### src/rtl/led_blinker_pkg.sv
// rtl/led_blinker_pkg.sv - shared state encoding, default timing constants and helpers for led_blinker
package led_blinker_pkg;

  typedef enum logic [1:0] {
    IDLE = 2'd0,
    ON   = 2'd1,
    GAP  = 2'd2
  } blink_state_e;

  localparam int TICK_DIV_DEF  = 4;
  localparam int ON_TICKS_DEF  = 3;
  localparam int OFF_TICKS_DEF = 2;
  localparam int PWM_BITS_DEF  = 4;
  localparam int PEND_W_DEF    = 3;

  // Window lengths in clock cycles for the default timing.
  localparam int ON_CYC  = ON_TICKS_DEF * TICK_DIV_DEF;
  localparam int GAP_CYC = OFF_TICKS_DEF * TICK_DIV_DEF;

  // Counter width able to hold 0..n-1, never narrower than one bit.
  function automatic int cnt_width(input int n);
    return (n <= 2) ? 1 : $clog2(n);
  endfunction

endpackage

### src/rtl/led_blinker_tick_gen.sv
// rtl/led_blinker_tick_gen.sv - clock prescaler producing one tick every TICK_DIV enabled cycles
module tick_gen
  import led_blinker_pkg::*;
#(
  parameter int TICK_DIV = TICK_DIV_DEF
) (
  input  logic clk,
  input  logic reset,
  input  logic clear,
  input  logic enable,
  output logic tick
);

  localparam int              CW   = cnt_width(TICK_DIV);
  localparam logic [CW-1:0]   LAST = CW'(TICK_DIV - 1);

  logic [CW-1:0] cnt;

  // Divider count: clear wins so every window starts on a fresh tick period.
  always_ff @(posedge clk or posedge reset) begin
    if (reset) begin
      cnt <= '0;
    end else if (clear) begin
      cnt <= '0;
    end else if (enable) begin
      cnt <= (cnt == LAST) ? '0 : cnt + CW'(1);
    end
  end

  assign tick = enable && (cnt == LAST);

endmodule

### src/rtl/led_blinker.sv
// rtl/led_blinker.sv - turns request strobes into queued, PWM-dimmed LED blinks
module led_blinker
  import led_blinker_pkg::*;
#(
  parameter int TICK_DIV  = TICK_DIV_DEF,
  parameter int ON_TICKS  = ON_TICKS_DEF,
  parameter int OFF_TICKS = OFF_TICKS_DEF,
  parameter int PWM_BITS  = PWM_BITS_DEF,
  parameter int PEND_W    = PEND_W_DEF
) (
  input  logic                clk,
  input  logic                reset,
  input  logic                in_pulse,
  input  logic [PWM_BITS-1:0] duty,
  output logic                led_out,
  output logic                busy,
  output logic [PEND_W-1:0]   pending,
  output logic                dropped
);

  localparam int              PH_W     = cnt_width((ON_TICKS > OFF_TICKS) ? ON_TICKS : OFF_TICKS);
  localparam logic [PH_W-1:0] ON_LAST  = PH_W'(ON_TICKS - 1);
  localparam logic [PH_W-1:0] GAP_LAST = PH_W'(OFF_TICKS - 1);
  localparam logic [PEND_W-1:0] PEND_MAX = '1;

  blink_state_e        state, state_next;
  logic [PH_W-1:0]     phase;
  logic [PWM_BITS-1:0] pwm_cnt;
  logic                tick;
  logic                tick_en;
  logic                tick_clear;
  logic                req_avail;
  logic                consume;
  logic                phase_wrap;

  assign tick_en    = (state != IDLE);
  assign tick_clear = (state == IDLE) || consume;

  tick_gen #(
    .TICK_DIV (TICK_DIV)
  ) u_tick_gen (
    .clk    (clk),
    .reset  (reset),
    .clear  (tick_clear),
    .enable (tick_en),
    .tick   (tick)
  );

  // State register.
  always_ff @(posedge clk or posedge reset) begin
    if (reset) begin
      state <= IDLE;
    end else begin
      state <= state_next;
    end
  end

  // Next state; a GAP that ends with work waiting goes straight back to ON.
  always_comb begin
    state_next = state;
    consume    = 1'b0;
    phase_wrap = 1'b0;
    req_avail  = in_pulse || (pending != '0);
    case (state)
      IDLE: begin
        if (req_avail) begin
          state_next = ON;
          consume    = 1'b1;
        end
      end
      ON: begin
        if (tick && (phase == ON_LAST)) begin
          state_next = GAP;
          phase_wrap = 1'b1;
        end
      end
      GAP: begin
        if (tick && (phase == GAP_LAST)) begin
          phase_wrap = 1'b1;
          if (req_avail) begin
            state_next = ON;
            consume    = 1'b1;
          end else begin
            state_next = IDLE;
          end
        end
      end
      default: state_next = IDLE;
    endcase
  end

  // Tick count within the current ON or GAP window.
  always_ff @(posedge clk or posedge reset) begin
    if (reset) begin
      phase <= '0;
    end else if (consume || phase_wrap || (state == IDLE)) begin
      phase <= '0;
    end else if (tick) begin
      phase <= phase + PH_W'(1);
    end
  end

  // PWM ramp restarts at every blink so each blink has the same shape.
  always_ff @(posedge clk or posedge reset) begin
    if (reset) begin
      pwm_cnt <= '0;
    end else if (consume) begin
      pwm_cnt <= '0;
    end else if (state == ON) begin
      pwm_cnt <= pwm_cnt + PWM_BITS'(1);
    end
  end

  // Pending queue: a consuming edge eats one request (possibly the incoming one).
  always_ff @(posedge clk or posedge reset) begin
    if (reset) begin
      pending <= '0;
    end else if (consume) begin
      pending <= in_pulse ? pending : pending - PEND_W'(1);
    end else if (in_pulse && (pending != PEND_MAX)) begin
      pending <= pending + PEND_W'(1);
    end
  end

  // Drop strobe for a request that found the queue full and nothing consumed.
  always_ff @(posedge clk or posedge reset) begin
    if (reset) begin
      dropped <= 1'b0;
    end else begin
      dropped <= in_pulse && !consume && (pending == PEND_MAX);
    end
  end

  // LED drive: PWM compare only while ON, registered to keep the pin glitch-free.
  always_ff @(posedge clk or posedge reset) begin
    if (reset) begin
      led_out <= 1'b0;
    end else begin
      led_out <= (state == ON) && (pwm_cnt < duty);
    end
  end

  assign busy = (state != IDLE) || (pending != '0);

endmodule

### config.mk
export PLATFORM = sky130hd
export DESIGN_NAME = led_blinker
export DESIGN_NICKNAME = d
export VERILOG_FILES = /design/src/rtl/led_blinker_pkg.sv /design/src/rtl/led_blinker_tick_gen.sv /design/src/rtl/led_blinker.sv
export SDC_FILE = /design/constraint.sdc
export NUM_CORES = 1
export LEC_CHECK = 0
export CELL_PAD_IN_SITES_DETAIL_PLACEMENT = 0
export CELL_PAD_IN_SITES_GLOBAL_PLACEMENT = 1
export CORE_MARGIN = 3
export CORE_UTILIZATION = 38
export DETAILED_ROUTE_END_ITERATION = 12
export PLACE_DENSITY = 0.73
export SLEW_MARGIN = 20
export SYNTH_ARGS = -nofsm -noshare
export SYNTH_HDL_FRONTEND = slang
export SYNTH_HIERARCHICAL = 1
export SYNTH_SLANG_ARGS = --single-unit
export TNS_END_PERCENT = 50
### constraint.sdc
create_clock -name clk -period 3 [get_ports clk]
set_clock_uncertainty 0.1 [all_clocks]
set_input_delay 0.6 -clock clk [delete_from_list [all_inputs] [get_ports clk]]
set_output_delay 0.6 -clock clk [all_outputs]
set_load 0.005 [all_outputs]
==> qor.yml <==
pwr:
  p_leak_nw: 0.599
  switchingPower_uw: 484
  pwr-share-comb_pct: 59.4
  pwr-share-seq_pct: 30.4
  cell_internal_pwr_uw: 650
  p_sw_share_pct: 42.7
  power_density_nw_per_um2: 891
  power_frac_clock_pct: 10.2
  ir_drop_uv: 597
clock_tree:
  cts_made_buffers: 3
  cts_max_path_buffers: 2
  insertion_delay_ns: 0.28
  htree_num_levels: 1
  cts_tree: "built"
  cts_setup_buffers: 0
  holdBufCountCts: 0
  cts_resized: 0
  numClockSinks: 15
  root_buffer: "clkbuf_4"
  clkTransAtPathRegs_ns: 0.09
logic_synthesis:
  yosysWarnings: 6
  ys_async_sr_fraction_pct: 100
  ys_seq_area_share_pct: 34.9
  syn_area_per_cell_um2: 9.52
  ys.flop_type: "dfrtp_1"
  yosys.area.top_type: "dfrtp_1"
  ys_ff_latch: 15
  synth.distinct_cells: 39
  yosys-top-cells-area: "dfrtp_1 (35%), ha_1 (14%), inv_1 (5.2%), nor2_1 (3.8%), a21o_1 (2.8%)"
  synth_edf_count: 0
  syn_inst: 113
  synth_top_area_share_pct: 34.9
  netlist_area_um2: 1080
  synthesis.nets: 133
routing:
  drt_iter0_markers: 32
  firstDrtPassIters: 4
  viasPerCell: 5.31
  via_count: 844
  ant_nets: 0
  wirelength_mm: 2.05
  drc: 0
  wl_per_cell_um: 12.9
place:
  port_buffers: 12
  place.gp.congestion: 0.774
  dp_hpwl_mm: 1.59
floorplan:
  coreArea_um2: 2590
  dieHeight_um: 59.2
  ios: 13
  initial_utilization_pct: 41.5
  die-area_um2: 3510
  fp-row-count: 18
  die_w_um: 59.2
final_layout:
  multi_input_area_um2: 628
  syn_to_final_growth_pct: 18.4
  utilization_pct: 49.2
  layout_common_cells: "inv_1 (15), dfrtp_1 (15), ha_1 (12), clkdlybuf4s50_1 (12), nor2_1 (11)"
  antenna_cells: 0
  nets: 150
  seqCellArea_um2: 375
  drive_gt1_share_pct: 11.6
  fillers: 239
sta:
  fin_tns_setup_ns: 0
  fmax_mhz: 357
  period_minus_slack_ns: 2.80
  worst_pin_slew_ns: 0.559
  min_period_over_period_pct: 93.5
  rsz0062_at_grt: "false"
  timing_hold_violations_final: 0
  maxSlewHeadroom_pct: 62.7
  setup_violations: 0
  slew_violations: 0
run:
  cap_violations: 0
global_routing:
  grt_max_degree: 15
  grt_pass1_vias: 790
  overflow: 0
  grt_pass1_wl_mm: 3.48
  antenna_found_initial: 0
  grtUsageTotal_pct: 12.9
setup_path:
  criticalPathCategory: "register to register"
  crit_fanout: 7
  critical_path.endpoint_type: "register"
  cp_data_arrival_time_ns: 2.88
  critPathLaunchType: "register"
  crit_required_ns: 3.07
hold_path:
  hp-class: "primary input to asynchronous set/reset pin"
run_status:
  outcome: "finished, final reports clean"
-- critical path, stage by stage (launching register included) --
cell and delay, ns:
dfrtp_1 0.43, inv_1 0.08, ha_1 0.21, inv_1 0.11, and2_1 0.35, a31oi_4 0.14
nor2_2 0.13, inv_1 0.08, fa_1 0.38, nor3b_1 0.33, a21oi_1 0.12, o221a_1 0.24
-- synth_stat cells, types with 2 or more instances --
cell type,n
dfrtp_1,15
inv_1,15
ha_1,12
nor2_1,11
nor3_1,5
a21o_1,4
a21oi_1,4
nand2_1,4
clkbuf_1,3
nand2b_1,3
xnor2_1,3
a31oi_1,2
mux2i_1,2
nand3_1,2
nand4_1,2
nor3b_1,2
xor2_1,2
-- layout make-up --
class,count,share of cell area [%]
Multi-Input combinational cell,79,49.3
Sequential cell,15,29.5
Timing Repair Buffer,16,11.8
Inverter,15,4.42
Tap cell,30,2.95
Clock buffer,4,2.06
-- layer usage --
metal | vias up | part of all wire [%] | global-route usage, %
met5 | - | 0 | 0
met4 | 0 | 0.59 | 1.94
met3 | 2 | 5.4 | 3.92
met2 | 23 | 47 | 20.6
met1 | 396 | 47 | 17.4
li1 | 423 | - | -
-- power by group through the flow --
| stage | Combinational [mW] | Clock, mW | Sequential (mW) |
|---|---|---|---|
| after floorplan | 0.469 | 0 | 0.333 |
| after global placement | 0.662 | 0 | 0.348 |
| after detailed placement | 0.677 | 0 | 0.349 |
| after CTS | 0.680 | 0.123 | 0.345 |
| after global routing | 0.762 | 0.129 | 0.354 |
| final | 0.674 | 0.115 | 0.345 |
-- metrics by stage --
stage               power [mW]  instance area, um^2  hold WS (ns)  cells  worst slack [ns]
floorplan                0.802                 1080         0.241    113             0.150
global placement          1.01                 1250         0.433    155             0.321
detailed placement        1.03                 1250         0.434    155             0.222
CTS                       1.15                 1270         0.375    159             0.193
global route              1.24                 1270         0.397    159            0.0160
finish                    1.13                 1270         0.384    159             0.195
-- flip-flops by register name, summed over array words and instances (netlist names) --
| signal | cells |
|---|---|
| dropped | 1 |
| led_out | 1 |
| pending | 3 |
| phase | 2 |
| pwm_cnt | 4 |
| state | 2 |
| u_tick_gen/cnt | 2 |
-- cells by family (layout without fill, tap and decap cells) --
logic type               after synthesis  count (layout)  share of synthesized area (%)
multiplexers                           3               3                           2.91
adder cells (fa/ha/maj)               13              13                           15.8
AND/OR/NAND/NOR                       37              37                           19.3
XOR/XNOR                               5               5                           4.07
buffers and inverters                 19              35                           6.74
flip-flops                            15              15                           34.9
AO/OA/AOI/OAI                         21              21                           16.3
-- final timing paths --
kind / from / endpoint / slack (ns) / cells past startpoint
worst min-delay path: reset / u_tick_gen/cnt[1]$_DFFE_PP0P_ / 0.38 / 2
worst max register to register: state[0]$_DFFE_PP0P_ / pending[2]$_DFFE_PP0P_ / 0.20 / 11
worst min register to register: pwm_cnt[3]$_DFFE_PP0P_ / pwm_cnt[3]$_DFFE_PP0P_ / 0.45 / 2
max in group asynchronous: reset / led_out$_DFF_PP0_ / 1.85 / 2
worst max-delay path: state[0]$_DFFE_PP0P_ / pending[2]$_DFFE_PP0P_ / 0.20 / 11
min in group clk: pwm_cnt[3]$_DFFE_PP0P_ / pwm_cnt[3]$_DFFE_PP0P_ / 0.45 / 2
Power figures use the tool's default switching activity.
